## config.mk

```make
export PLATFORM = sky130hd
export DESIGN_NAME = writeback_unit
export DESIGN_NICKNAME = d
export VERILOG_FILES = /design/src/rtl/writeback_unit.sv
export SDC_FILE = /design/constraint.sdc
export NUM_CORES = 1
export LEC_CHECK = 0
export ABC_AREA = 1
export CORE_MARGIN = 4
export CORE_UTILIZATION = 25
export CTS_CLUSTER_DIAMETER = 30
export DETAILED_ROUTE_END_ITERATION = 10
export HOLD_SLACK_MARGIN = 0.15
export MAX_ROUTING_LAYER = met4
export PLACE_DENSITY_LB_ADDON = 0.1
export RECOVER_POWER = 50
export SKIP_LAST_GASP = 1
export SLEW_MARGIN = 20
export SYNTH_ARGS = -nofsm -noshare
export SYNTH_HDL_FRONTEND = slang
export SYNTH_SLANG_ARGS = --single-unit
```

## constraint.sdc

```tcl
create_clock -name clk -period 3.44 [get_ports clk]
set_input_delay 0.688 -clock clk [delete_from_list [all_inputs] [get_ports clk]]
set_output_delay 0.688 -clock clk [all_outputs]
set_load 0.1 [all_outputs]
```

## src/rtl/writeback_unit.sv

```systemverilog
// Writeback stage: picks a result source, extracts and extends MEM loads,
// registers the register-file write, counts retired instructions and
// freezes after a break instruction retires.
module writeback_unit #(
  parameter int DW   = 32,
  parameter int AW   = 5,
  parameter int NSRC = 4,
  parameter int CW   = 32,
  localparam int SW  = (NSRC > 1) ? $clog2(NSRC) : 1,
  localparam int OW  = $clog2(DW / 8)
) (
  input  logic               clk,
  input  logic               rst,
  input  logic               in_valid,
  input  logic               in_flush,
  input  logic               in_we,
  input  logic               in_brk,
  input  logic [AW-1:0]      in_waddr,
  input  logic [SW-1:0]      in_src_sel,
  input  logic [NSRC*DW-1:0] in_src_data,
  input  logic [1:0]         in_ld_size,
  input  logic               in_ld_signed,
  input  logic [OW-1:0]      in_ld_off,
  output logic               in_ready,
  output logic               wb_en,
  output logic [AW-1:0]      wb_addr,
  output logic [DW-1:0]      wb_data,
  output logic               halted,
  output logic [CW-1:0]      retire_cnt
);

  typedef enum logic {
    RUN    = 1'b0,
    HALTED = 1'b1
  } state_e;

  state_e         state_q, state_d;
  logic           wbEn_q;
  logic [AW-1:0]  wbAddr_q;
  logic [DW-1:0]  wbData_q, wbData_d;
  logic [CW-1:0]  retireCnt_q;

  logic           accept;
  logic           selInRange;
  logic           doWrite;
  logic [DW-1:0]  selData;
  logic [DW-1:0]  memWord;
  logic [DW-1:0]  ldExt;
  logic [OW+2:0]  byteBase, halfBase, wordBase;
  logic [7:0]     ldByte;
  logic [15:0]    ldHalf;
  logic [31:0]    ldWord;

  assign accept     = in_valid & in_ready & ~in_flush;
  assign selInRange = ({1'b0, in_src_sel} < (SW+1)'(NSRC));
  assign doWrite    = accept & in_we & ~in_brk & (in_waddr != '0) & selInRange;

  // Bit offsets of the addressed byte/half/word; low offset bits of
  // misaligned half and word loads are masked away rather than trapped.
  assign byteBase = {in_ld_off, 3'b000};
  assign halfBase = byteBase & ~((OW+3)'(15));
  assign wordBase = byteBase & ~((OW+3)'(31));

  assign memWord = in_src_data[DW +: DW];
  assign ldByte  = memWord[byteBase +: 8];
  assign ldHalf  = memWord[halfBase +: 16];
  assign ldWord  = memWord[wordBase +: 32];

  // State register: reset always lands in RUN, even from HALTED.
  always_ff @(posedge clk) begin
    if (rst) begin
      state_q <= RUN;
    end else begin
      state_q <= state_d;
    end
  end

  // Next state: only an accepted break leaves RUN, and nothing leaves HALTED.
  always_comb begin
    state_d = state_q;
    if (state_q == RUN && accept && in_brk) begin
      state_d = HALTED;
    end
  end

  // State-derived outputs: the stage stops taking input once halted.
  always_comb begin
    in_ready = (state_q == RUN);
    halted   = (state_q == HALTED);
  end

  // Plain source multiplexer over the sources that actually exist.
  always_comb begin
    selData = '0;
    for (int k = 0; k < NSRC; k++) begin
      if (in_src_sel == SW'(k)) begin
        selData = in_src_data[k*DW +: DW];
      end
    end
  end

  // Load extraction from the MEM source, widened with sign or zero fill.
  always_comb begin
    ldExt = memWord;
    case (in_ld_size)
      2'b00:   ldExt = in_ld_signed ? DW'($signed(ldByte)) : DW'(ldByte);
      2'b01:   ldExt = in_ld_signed ? DW'($signed(ldHalf)) : DW'(ldHalf);
      2'b10:   ldExt = in_ld_signed ? DW'($signed(ldWord)) : DW'(ldWord);
      default: ldExt = memWord;
    endcase
  end

  // Only the MEM source goes through load extraction.
  always_comb begin
    wbData_d = selData;
    if (in_src_sel == SW'(1)) begin
      wbData_d = ldExt;
    end
  end

  // Registered write port and retire counter; address/data hold between writes.
  always_ff @(posedge clk) begin
    if (rst) begin
      wbEn_q      <= 1'b0;
      wbAddr_q    <= '0;
      wbData_q    <= '0;
      retireCnt_q <= '0;
    end else begin
      wbEn_q <= doWrite;
      if (doWrite) begin
        wbAddr_q <= in_waddr;
        wbData_q <= wbData_d;
      end
      retireCnt_q <= retireCnt_q + CW'(accept);
    end
  end

  assign wb_en      = wbEn_q;
  assign wb_addr    = wbAddr_q;
  assign wb_data    = wbData_q;
  assign retire_cnt = retireCnt_q;

endmodule

```

* Yosys cells after proc, flatten, opt, wreduce, memory -nomap -nowiden
Index checks and enable logic that the tools add are counted.
** Storage, ports and cells
- Output and inout port bits :: 72
- Bits in registers :: 71
** Operators by class
- Bitwise gates (word level) :: 8
- Shift-type cells :: 2
- Add/sub/neg operators :: 1
- Equal/unequal tests :: 4
- Reductions and logical operators :: 5
- Muxes and demuxes :: 7
** Operators with widths (count)
- $mux 32 :: 6
- $pmux 32 s2 :: 1
- $add 32x1->32 :: 1
- $shiftx 32x6->16 :: 1
- $shiftx 32x6->8 :: 1
- $and 1x1->1 :: 5
- $reduce_bool 5->1 :: 1
- $eq 2x1->1 const B :: 2
- $eq 2x2->1 const B :: 2
- $logic_not 2->1 :: 2
- $not 1->1 :: 3
- $logic_and 1x1->1 :: 2

* Logic depth before layout (Yosys ltp)
Gate-level depths: netlist of run 1.
- Depth in word-level cells :: 6
- Mapped depth :: 14

* Worst setup path before layout of run 1
Ideal clock, no wire load.
- Path type :: register to register
- From :: reg state_q (netlist: halted)
- To :: reg retireCnt_q[14] (netlist: retire_cnt[14])
- Setup time :: 118 ps
- Path slack :: 618 ps
- Period minus slack after synthesis :: 2822 ps
- Arrival time :: 2703 ps
- Stages on the path, launching flop included :: 14
- Path through :: dfxtp_1 > inv_2 > nand3_2 > inv_1 > ha_1 > ha_1 > nand2_1 > inv_2 > nand3_2 > nor2_4 > nand2_2 > inv_1 > o21ai_0 > nor2_1
** Between the ends
- Word-level cells in the longest chain between the ends :: 4
** Ends and longest elaborated chain
- from (decl) :: line 37 : state_e state_q, state_d;
- from (signal assigned) :: line 74 : state_q <= state_d;
- $not 1->1 :: line 88 : in_ready = (state_q == RUN);
- net in_ready :: line 24 : output logic in_ready,
- $and 1x1->1 (2 in a row) :: line 54 : assign accept = in_valid & in_ready & ~in_flush;
- $add 32x1->32 :: line 134 : retireCnt_q <= retireCnt_q + CW'(accept);
- to (signal assigned) :: line 134
- to (decl) :: line 41 : logic [CW-1:0] retireCnt_q;
The timed path passes the listed nets, and every way through them passes these cells.
A chain may end at the register's enable or synchronous reset.

* Final worst setup path of run 1
- From :: in rst
- To :: reg retireCnt_q[2] (netlist: retire_cnt[2])
** RTL lines
- from (decl) :: line 13 : input logic rst,
No word-level cell between the ends.

==> results of run 1 <==
## metrics by stage
stage | setup WS, ns | util [%] | std cells
final | 0.771 | 38.7 | 1179
after global routing | 0.531 | 38.7 | 1179
after CTS | 0.876 | 39.9 | 1176
after detailed placement | 0.529 | 37.7 | 1160
after global placement | 0.572 | 37.7 | 1160
after floorplan | 0.618 | - | 742
## per-layer routing
metal | global-route usage, % | up-vias | share of wire, %
met4 | 5.06 | 0 | 1.5
met5 | - | - | 0
met1 | 23.7 | 2430 | 46
li1 | - | 2851 | -
met2 | 30.6 | 167 | 46
met3 | 5.13 | 20 | 6.6
## worst max path at each step
| stage | from | endpoint | slack (ns) | cells after the start |
|---|---|---|---|---|
| after CTS | in_waddr[1] | wb_data[16] | 0.88 | 8 |
| after global placement | in_waddr[1] | wb_data[26] | 0.57 | 8 |
| after floorplan | halted | retire_cnt[14] | 0.62 | 13 |
| final | rst | retire_cnt[2] | 0.77 | 3 |
| after detailed placement | in_waddr[1] | wb_data[16] | 0.53 | 8 |
| after global routing | rst | retire_cnt[2] | 0.53 | 3 |
## worst max-delay path, delay by kind of cell
kind          cells  cell delay [ns]
buf+inv           2             1.96
simple gates      1             0.15
## power breakdown
part	internal (mW)	total, mW	switching, mW
clock network	0.874	1.24	0.371
registers	0.838	0.846	0.00849
logic	0.229	0.559	0.330
## layout make-up
class,count,area [um^2]
antenna,3,7.51
clock buffer,10,239
clock inverter,6,155
fill,1998,11100
inverter,39,151
multi-input combinational,593,2870
sequential,71,1420
tap,229,287
timing repair buffer,228,1890
## registers in the layout (all words and copies together), names as in the netlist
name,count
wb_addr,5
halted,1
retire_cnt,32
wb_data,32
wb_en,1
## cells in the final DEF, fill, tap and decap left out, types with 4 or more instances in the layout
| cell type | count |
|---|---|
| sky130_fd_sc_hd__nor2_1 | 58 |
| sky130_fd_sc_hd__inv_1 | 32 |
| sky130_fd_sc_hd__a21oi_2 | 19 |
| sky130_fd_sc_hd__nand4_1 | 4 |
| sky130_fd_sc_hd__bufinv_16 | 5 |
| sky130_fd_sc_hd__buf_4 | 9 |
| sky130_fd_sc_hd__dfxtp_1 | 71 |
| sky130_fd_sc_hd__o21ai_0 | 63 |
| sky130_fd_sc_hd__nand3_2 | 12 |
| sky130_fd_sc_hd__xor2_1 | 4 |
| sky130_fd_sc_hd__nor3_1 | 10 |
| sky130_fd_sc_hd__nand2_1 | 250 |
| sky130_fd_sc_hd__clkbuf_16 | 9 |
| sky130_fd_sc_hd__inv_2 | 4 |
| sky130_fd_sc_hd__clkdlybuf4s50_1 | 156 |
| sky130_fd_sc_hd__nand3_1 | 72 |
| sky130_fd_sc_hd__nand3b_1 | 10 |
| sky130_fd_sc_hd__nand2_2 | 4 |
| sky130_fd_sc_hd__a21oi_1 | 68 |
| sky130_fd_sc_hd__clkbuf_1 | 61 |
## kinds of logic after synthesis
kind of cell    count (synthesis)
simple gates                  431
buf+inv                        78
fa+ha+maj                       3
compound gates                152
flops                          71
xor+xnor                        7
==> results list, run 1 <==
* Routed WL per cell: around 17 um
- Slowest library cell on the worst path: sky130_fd_sc_hd__clkbuf_1
* Post-synthesis cell type with the largest combined area: sky130_fd_sc_hd__dfxtp_1
- Final Skew: 0.00664 ns
- Placer congestion estimate: between 0.8 and 0.9
* Total half-perimeter wirelength after legalization and detailed placement: 15.7 mm
* Post-Syn Instances: about 740
- # DRC: 0
- Maximum number of pins on one net before global-route repair: 39
* Crit path launch type: input port
- Min-delay src: wb_addr[3]
- For this run, the total global-route usage over all layers was measured as 19.1%.
* Final slew viol count: 39
- Number of H-tree branching levels: 3
- For the pin with the worst max-slew slack, the measured transition is 1.97 ns.
- Longest Clk Path Bufs: 2
* Design Area, Final: 7020 um^2
- Of all flip-flops after synthesis, the portion carrying an async set or reset was 0%.
- Number of buffers inserted during clock tree synthesis: 9
- Post-Syn Area per Cell: 6.28 um^2
* Vias per cell: roughly 4.6
* Top Ports: 218
- Critical setup path kind: input port to register
- Setup violations remaining at the end of the flow were counted as 0.
- Setup repair after global routing missed its margin: no
* Ratio of cells with drive above 1 in the final layout: under 10%
- Pleak: 2.58 nW
* Peak ir drop on the vdd network: 0.206 mV
- In this run the tool buffered the top-level ports with 217 buffer cells.
* Die height: 145 um
- Walking the worst path, the cells encountered are dlygate4sd3_1 -> clkbuf_1 -> nor3_1.
- For the worst setup path, the data arrival time is 2.81 ns.
- Clk Latency, worst-skew pair: roughly 0.34 ns
* End point of the most critical hold path: wb_addr[3]
- After the first detailed-routing iteration, the DRC count stood at 287.
- After synthesis, the largest family of logic cells by area is simple AND/OR/NAND/NOR gates.
- The tightest min-delay check is of the register to register type.
* DRT Pass-1 Iters: 4
- CTS saw 71 sinks.
- Number of distinct library cells after synthesis: 31
- Of all nets on the critical path, the largest fanout is 38.
* Die extent in x: 145 um
- Result of the run: finished with violations
* Flip-flop and latch count after synthesis: 71
* Remaining antenna violation count after routing: 0
- Setup total negative slack on the finished layout was measured at 0 ns.
- CTS Hold Bufs: 0
* Effective utilization at floorplan: between 20% and 30%
- Violations in the final reports: capacitance limit, slew limit
* Post-synthesis share of cell area spent on xor and xnor gates: 1.32%
* Post-layout total power: ~2.6 mW
* Worst endpoint required time: 3.58 ns
- Element type at the critical path end: register
- Among all cell types in the netlist, the one instantiated most often is sky130_fd_sc_hd__nand2_1.
* Syn. warnings: 0
* FF-to-FF Start: halted
- Of the total synthesized cell area, the portion taken by AND, OR, NAND and NOR gates is 41.4%.
- Post-route fraction of the period consumed by the critical path: 77.6%
- Of the synthesized area, sequential elements account for between 30% and 40%.
* Number of nets produced by synthesis: 891
* Total count of hold-check failures in the final report: 0
* Core region area: around 18000 um^2
* Fraction of the mapped netlist area in compound gates: 18.0%
* Multiplexer area fraction after synthesis: 0%
* Min Tclk post-route: about 2.7 ns
- The worst pin sits at a relative slew slack of -31.1%.
- Hold path cells: 2
- Maximum clock frequency: roughly 370 MHz
- Clock slew at reported path FFs: approximately 0.060 ns
- Ranked by instance count, the synthesized netlist is headed by sky130_fd_sc_hd__nand2_1 (250), sky130_fd_sc_hd__nand3_1 (72), sky130_fd_sc_hd__dfxtp_1 (71).
* Die area: 20900 um^2
- Counting cells, the worst reg-to-reg path comes to 8.
* Placed inst area: 6840 um^2
- Summed over all layers, the routed wires come to 19.7 mm.
- Post-synth top flop: sky130_fd_sc_hd__dfxtp_1
- Overall via count from detail_route: 5468
- Max-cap violation count: 1
* Adder and majority cell fraction of the synthesized area: less than 1%
* CTS root buf: sky130_fd_sc_hd__clkbuf_16
- Clock tree from TritonCTS: done
- For this design the ratio of total power to cell area is between 300 and 400 nW/um^2.
- Initial antenna violation count: 3
- In this run the core area contains a little under 50 standard-cell rows.
* Final global-route overflow total: 0
- The synthesized netlist occupies a cell area of 4660 um^2.
* Biggest cell delay along the critical path: 1.42 ns
- Summed over its instances, the top area cell type makes up 30.5% of the synthesized netlist area.
* Synthesis-to-finish area growth: 50.5%
- Reg-to-reg slack, setup: 1.43 ns
- In this run, post-CTS repair resized a total of 0 instances.
- In the post-synthesis netlist, the biggest area contributors are sky130_fd_sc_hd__dfxtp_1 (30%), sky130_fd_sc_hd__nand2_1 (20%), sky130_fd_sc_hd__nand3_1 (7.7%).
* Endpoint of the worst-slack reg-to-reg timing path: wb_data[20]
* Via count of the first global-routing pass: roughly 5400
- Yosys mapped a number of flops with a built-in enable equal to 0.
* Final net count: 1091
- The first global-routing pass estimated between 20 and 30 mm of wire.
- Buffers inserted during post-CTS setup optimization: 0
- Hold timing on the final database bottoms out at a slack of 0.458 ns.
No activity file was read; power rests on OpenSTA's default activity.
==> run 2: changes to the inputs <==
- clock period: 3.44 -> 2.3 ns (I/O delays scaled with it)
==> results list, run 2 (synthesis gave the netlist of run 1 again) <==
- The flow ran to the end, and the final reports show no timing, DRC or antenna violations.
* Worst-case headroom to the max-slew limit: 21.7%
- Post-Route WL: 19.9 mm
* Longest Clk Path Bufs: 2
- Number of placement rows: 49
* Pleak: 2.87 nW
- Worst endpoint required time: 2.51 ns
- Placer congestion estimate: 0.879
- From synthesis to final layout, the design area changed by 53.3%.
* Final Skew: about 0.0060 ns
- The number of antenna violations at the first check in global routing was 1.
* Number of design-rule violations left by the first detailed-router iteration: 289
* Reg-to-reg slack, setup: 0.50 ns
- Post-route fraction of the period consumed by the critical path: 87.7%
- Highest net fanout along the worst path: 4
- The tool flagged a number of max-cap violations equal to 0.
- The path class of the tightest hold or removal check is register to register.
* Crit path launch type: input port
- GR Util met1: a little under a quarter
* Remaining antenna violation count after routing: 0
- Once the floorplan was initialized, standard cells occupied between 20% and 30% of the core.
- Routed WL per cell: 16.7 um
- Total negative slack: 0 ns
- Element type at the critical path end: register
- Once layout is complete, the utilization of the core stands at 39.4%.
- Entering global routing, the biggest net connects 39 pins.
* First-pass GRT wire length: 30.0 mm
- Die extent in x: 145 um
* Final slew viol count: 0
* Critical setup path kind: input port to register
- The library cells used most frequently in the layout, excluding fill and tap cells, are sky130_fd_sc_hd__nand2_1 (250), sky130_fd_sc_hd__clkdlybuf4s50_1 (145), sky130_fd_sc_hd__nand3_1 (72), sky130_fd_sc_hd__dfxtp_1 (69), sky130_fd_sc_hd__a21oi_1 (68).
- Ratio of cells with drive above 1 in the final layout: between 10% and 20%
- Most used routing layer: met2
* Clk Latency, worst-skew pair: roughly 0.34 ns
- Number of H-tree branching levels: 3
* Setup repair after global routing missed its margin: no
- The wire-length estimate of the detail-placed layout is 16.3 mm.
* Via count of the first global-routing pass: 5474
- Global routing finished with a remaining overflow of 0.
- Vias per cell: around 4.6
* Met2 usage in global routing: 32.5%
- For this run, the top clock speed supported by timing is 496 MHz.
- Port Buffers: 217
- Min Tclk post-route: roughly 2.0 ns
* Peak ir drop on the vdd network: 0.319 mV
* Core region area: ~18000 um^2
- Total count of hold-check failures in the final report: 0
* Area of all sequential standard cells: 1420 um^2
- In the final layout, the multi-input gates occupy ~2900 um^2.
- Number of fillers in the final layout: 2000
- The die covers ~21000 um^2.
- Clock slew at reported path FFs: 0.06 ns
- Setup violations remaining at the end of the flow were counted as 0.
* Top Ports: 218
- Final net count: 1111
- Measured along the y axis, the die boundary spans about 140 um.
- The cell sitting at the root of the clock tree is a sky130_fd_sc_hd__clkbuf_16.
* # DRC: 0
* Overall via count from detail_route: 5531
- Met3 global-route usage: 4.60%
- The clock drives 71 sinks.
- At the pin with the least slew margin, the transition time is 1.18 ns.
* All-layer global routing usage: 19.5%
- Power per cell area: 480 nW/um^2
- Clock tree from TritonCTS: done
* DRT Pass-1 Iters: 4
* CTS Hold Bufs: 0
* Number of buffers inserted during clock tree synthesis: 9
* Buffers inserted during post-CTS setup optimization: 0
- Most common cell after layout, fill and taps aside: sky130_fd_sc_hd__nand2_1
- Crit path DAT: 2.23 ns
[run 2: final cells by class]
type | instances | area share, %
multi-input combinational | 593 | 40.0
timing repair buffer | 248 | 30.1
sequential | 71 | 19.9
tap | 229 | 4.01
clock buffer | 11 | 3.40
inverter | 39 | 2.19
clock inverter | 4 | 0.315
antenna | 1 | 0.0350
[run 2: timing repair]
item                                    in CTS  in global routing
resized for setup                            0                  1
hold endpoints to repair                     0                  0
endpoints found under the setup margin       0                  1
[run 2: path summary, 6_finish.rpt]
check,start,end,cells past startpoint
max,in_valid,retire_cnt[30],14
min,wb_addr[2],wb_addr[2],2
max reg2reg,halted,retire_cnt[30],14
min reg2reg,wb_addr[2],wb_addr[2],2
[run 2: through the flow]
stage | worst slack [ns] | hold slack (ns) | cells | area, um^2 | power, mW
after detailed placement | -0.130 | 0.460 | 1180 | 7060 | 2.19
final | 0.282 | 0.462 | 1196 | 7150 | 3.43
after floorplan | 0.0259 | 0.595 | 742 | 4670 | 1.75
after CTS | 0.240 | 0.467 | 1195 | 7320 | 3.51
after global placement | -0.107 | 0.455 | 1180 | 7060 | 2.19
after global routing | 0.00789 | 0.483 | 1196 | 7150 | 3.59
[run 2: worst max-delay path: stages]
cell                              delay, ns
sky130_fd_sc_hd__clkdlybuf4s50_1       0.47
sky130_fd_sc_hd__nand3_2               0.08
sky130_fd_sc_hd__inv_1                 0.10
sky130_fd_sc_hd__ha_1                  0.18
sky130_fd_sc_hd__ha_1                  0.17
sky130_fd_sc_hd__nand2_1               0.08
sky130_fd_sc_hd__inv_2                 0.10
sky130_fd_sc_hd__nand2_1               0.10
sky130_fd_sc_hd__nor2_4                0.14
sky130_fd_sc_hd__inv_1                 0.05
sky130_fd_sc_hd__nor2_1                0.13
sky130_fd_sc_hd__nand2_1               0.07
sky130_fd_sc_hd__nand2_1               0.06
sky130_fd_sc_hd__a21oi_1               0.05
[run 2: report_power, final]
part / internal, mW / switching [mW]
Sequential: 1.25 / 0.0144
Combinational: 0.365 / 0.498
Clock: 0.748 / 0.554
[run 2: routing by layer]
layer	vias up	wire length, um
li1	2890	-
met1	2440	8470
met2	179	9700
met3	22	1380
met4	0	386
met5	-	0
==> run 3: changes to the inputs <==
- CORE_UTILIZATION: 25 -> 38
==> results list, run 3 (synthesis gave the netlist of run 1 again) <==
- Type of the tightest min-delay check: register to register
* Number of fillers in the final layout: between 1000 and 1500
* Ratio of cells with drive above 1 in the final layout: 17.5%
* Via count of the first global-routing pass: 5807
* Biggest cell delay along the critical path: roughly 0.47 ns
- For hold timing, the worst endpoint is wb_data[3].
* Wl on met1: 7.99 mm
* Die area: about 14000 um^2
- Setup repair after global routing missed its margin: no
- Cells traversed along the worst timing path: clkdlybuf4s50_1 -> nand3_2 -> inv_1 -> ha_1 -> ha_1 -> nand2_1 -> inv_2 -> nand3_2 -> nor2_4 -> nand2_2 -> nor2_1 -> nand2_1 -> nand2_1 -> nor2_1
- Once layout is complete, the utilization of the core stands at 58.3%.
- Routed WL per cell: 17.1 um
* Die height: 119 um
- # DRC: 0
- Entering global routing, the biggest net connects 39 pins.
- The tree built by TritonCTS fans out to between 70 and 80 sinks.
- Min-delay src: wb_data[3]
* Cell Count, Final, Fillers Out: 1112
- In the finished design, the share of the clock period the worst path needs comes to 88.4%.
* Worst endpoint required time: 2.50 ns
- Resized cells post-CTS: 0
* Number of design-rule violations left by the first detailed-router iteration: 399
- OpenSTA, run right after detailed placement, puts the worst setup slack at -0.0756 ns.
- Relative to the synthesized area, the layout overhead comes to 50.3%.
- CTS Hold Bufs: 0
- Number of buffers inserted during clock tree synthesis: 9
* Placer congestion estimate: 0.980
- In this run the critical register-to-register path is launched from halted.
* Pleak: 2.86 nW
* Crit path launch type: input port
- Post-Route WL: about 19 mm
- The number of antenna violations at the first check in global routing came to 0.
- The routed design uses 1.00 mm of met3 wire.
- Min Tclk post-route: 2.03 ns
* Met2 layer wire length in the routed design: 9.47 mm
- The run finished with clean final reports.
- For this run, the post-layout net count is 1110.
- Critical setup path kind: input port to register
- Reg-to-reg slack, setup: 0.48 ns
- Remaining antenna violation count after routing: 0
- Once the clock tree was built, the setup fixing pass inserted 0 buffers.
* Count of placed standard cells including taps: about 1100
- Slowest library cell on the worst path: sky130_fd_sc_hd__clkdlybuf4s50_1
- Power per cell area: 501 nW/um^2
- The first global-routing pass estimated 30.0 mm of wire.
- The worst hold path passes through 2 cells.
- The worst setup path is captured at a register.
- Post-route setup slack: 0.267 ns
- Across the run, the number of max-cap violations was 0.
* Buffering stage count on the worst path with inverters included: 3
* Die extent in x: approximately 120 um
- Top Ports: 218
- Peak ir drop on the vdd network: 0.374 mV
- The floorplan has 40 rows.
- Overall via count from detail_route: about 5800
- The detailed router used layers up to and including met4.
- Final setup vio count: 0
- Clock tree from TritonCTS: done
- Number of H-tree branching levels: 3
- CTS root buf: sky130_fd_sc_hd__clkbuf_16
* Largest delay contributor family on the critical path: simple AND/OR/NAND/NOR gates
- Most repeated library cell on the critical path: sky130_fd_sc_hd__nand2_1
- Core region area: around 12000 um^2
- Worst-case headroom to the max-slew limit: 21.0%
- Most common cell after layout, fill and taps aside: sky130_fd_sc_hd__nand2_1
- Endpoint of the worst-slack reg-to-reg timing path: retire_cnt[20]
* Port Buffers: 217
- For this run the aggregate overflow at the end of global routing stands at 0.
- After clock tree synthesis, the clock-pin slew on the worst setup and hold paths is ~0.06 ns.
- The repair_antennas step left the layout with diodes totalling 0.
- Once the floorplan was initialized, standard cells occupied 38.8% of the core.
* Clk Latency, worst-skew pair: 0.35 ns
- Vias per cell: 5.17
- The count of pins over their slew limit was 0.
* All-layer global routing usage: 27.6%
* Total count of hold-check failures in the final report: 0
- Most frequent cells in the layout: sky130_fd_sc_hd__nand2_1 (250), sky130_fd_sc_hd__clkdlybuf4s50_1 (144), sky130_fd_sc_hd__nand3_1 (72), sky130_fd_sc_hd__dfxtp_1 (69), sky130_fd_sc_hd__a21oi_1 (68)
- Static timing analysis puts the maximum clock frequency at around 500 MHz.
- The HPWL after detailed placement is 15.6 mm.
- Final Skew: ~0.0085 ns
* Worst Hold Margin: approximately 0.46 ns
- Highest net fanout along the worst path: 4
* Longest Clk Path Bufs: 2
* Worst reg2reg path depth: 14
- At the pin with the least slew margin, the transition time is 1.19 ns.
* DRT Pass-1 Iters: 5
* Crit path DAT: 2.24 ns
## run 3: cell count changes in the layout (fill, tap and decap cells not counted), sizes merged
cell / previous run / this run
diode: 1 / 0
clkbuf: 79 / 76
clkdlybuf4s50: 145 / 144
dlygate4sd3: 0 / 1
bufinv: 0 / 1
inv: 37 / 38
## run 3: layout make-up
| class | count | area (um^2) | area share, % |
|---|---|---|---|
| inverters | 39 | 156 | 2.23 |
| repair buffers | 247 | 2100 | 30.0 |
| well taps | 147 | 184 | 2.63 |
| flip-flops and latches | 71 | 1420 | 20.3 |
| multi-input cells | 593 | 2860 | 40.8 |
| clock buffers | 9 | 225 | 3.22 |
| clock inverters | 6 | 61.3 | 0.875 |
## run 3: worst max-delay path by stage
stage,from,to,depth (start not counted)
2_1_floorplan,halted,retire_cnt[30],14
3_3_place_gp,in_valid,retire_cnt[20],14
3_5_place_dp,in_valid,retire_cnt[20],14
4_1_cts,in_valid,retire_cnt[20],14
5_1_grt,in_valid,retire_cnt[18],14
6_report,in_valid,retire_cnt[20],14
## run 3: per-layer routing
metal,track usage (%),vias up
met3,4.93,34
met2,47.4,205
met5,-,-
met4,10.5,0
met1,32.1,2630
li1,-,2881
## run 3: report_power, final
part / leakage, nW / internal (mW) / switching [mW] / total, mW
registers: 0.575 / 1.25 / 0.0161 / 1.27
logic: 2.14 / 0.359 / 0.491 / 0.850
clock network: 0.141 / 0.831 / 0.557 / 1.39
total: 2.86 / 2.44 / 1.06 / 3.51
## run 3: per-stage QoR
stage                     total power, mW  area (um^2)  setup TNS (ns)
final                                3.51         7000               0
after global routing                 3.65         7000               0
after CTS                            3.55         7180               0
after detailed placement             2.16         6900          -0.209
after global placement               2.16         6900         -0.0627
after floorplan                      1.75         4670               0
## run 3: worst min-delay path: cells and delay by family (launching register included)
family	cells	cell delay [ns]
flops	1	0.30
simple gates	1	0.06
compound gates	1	0.05
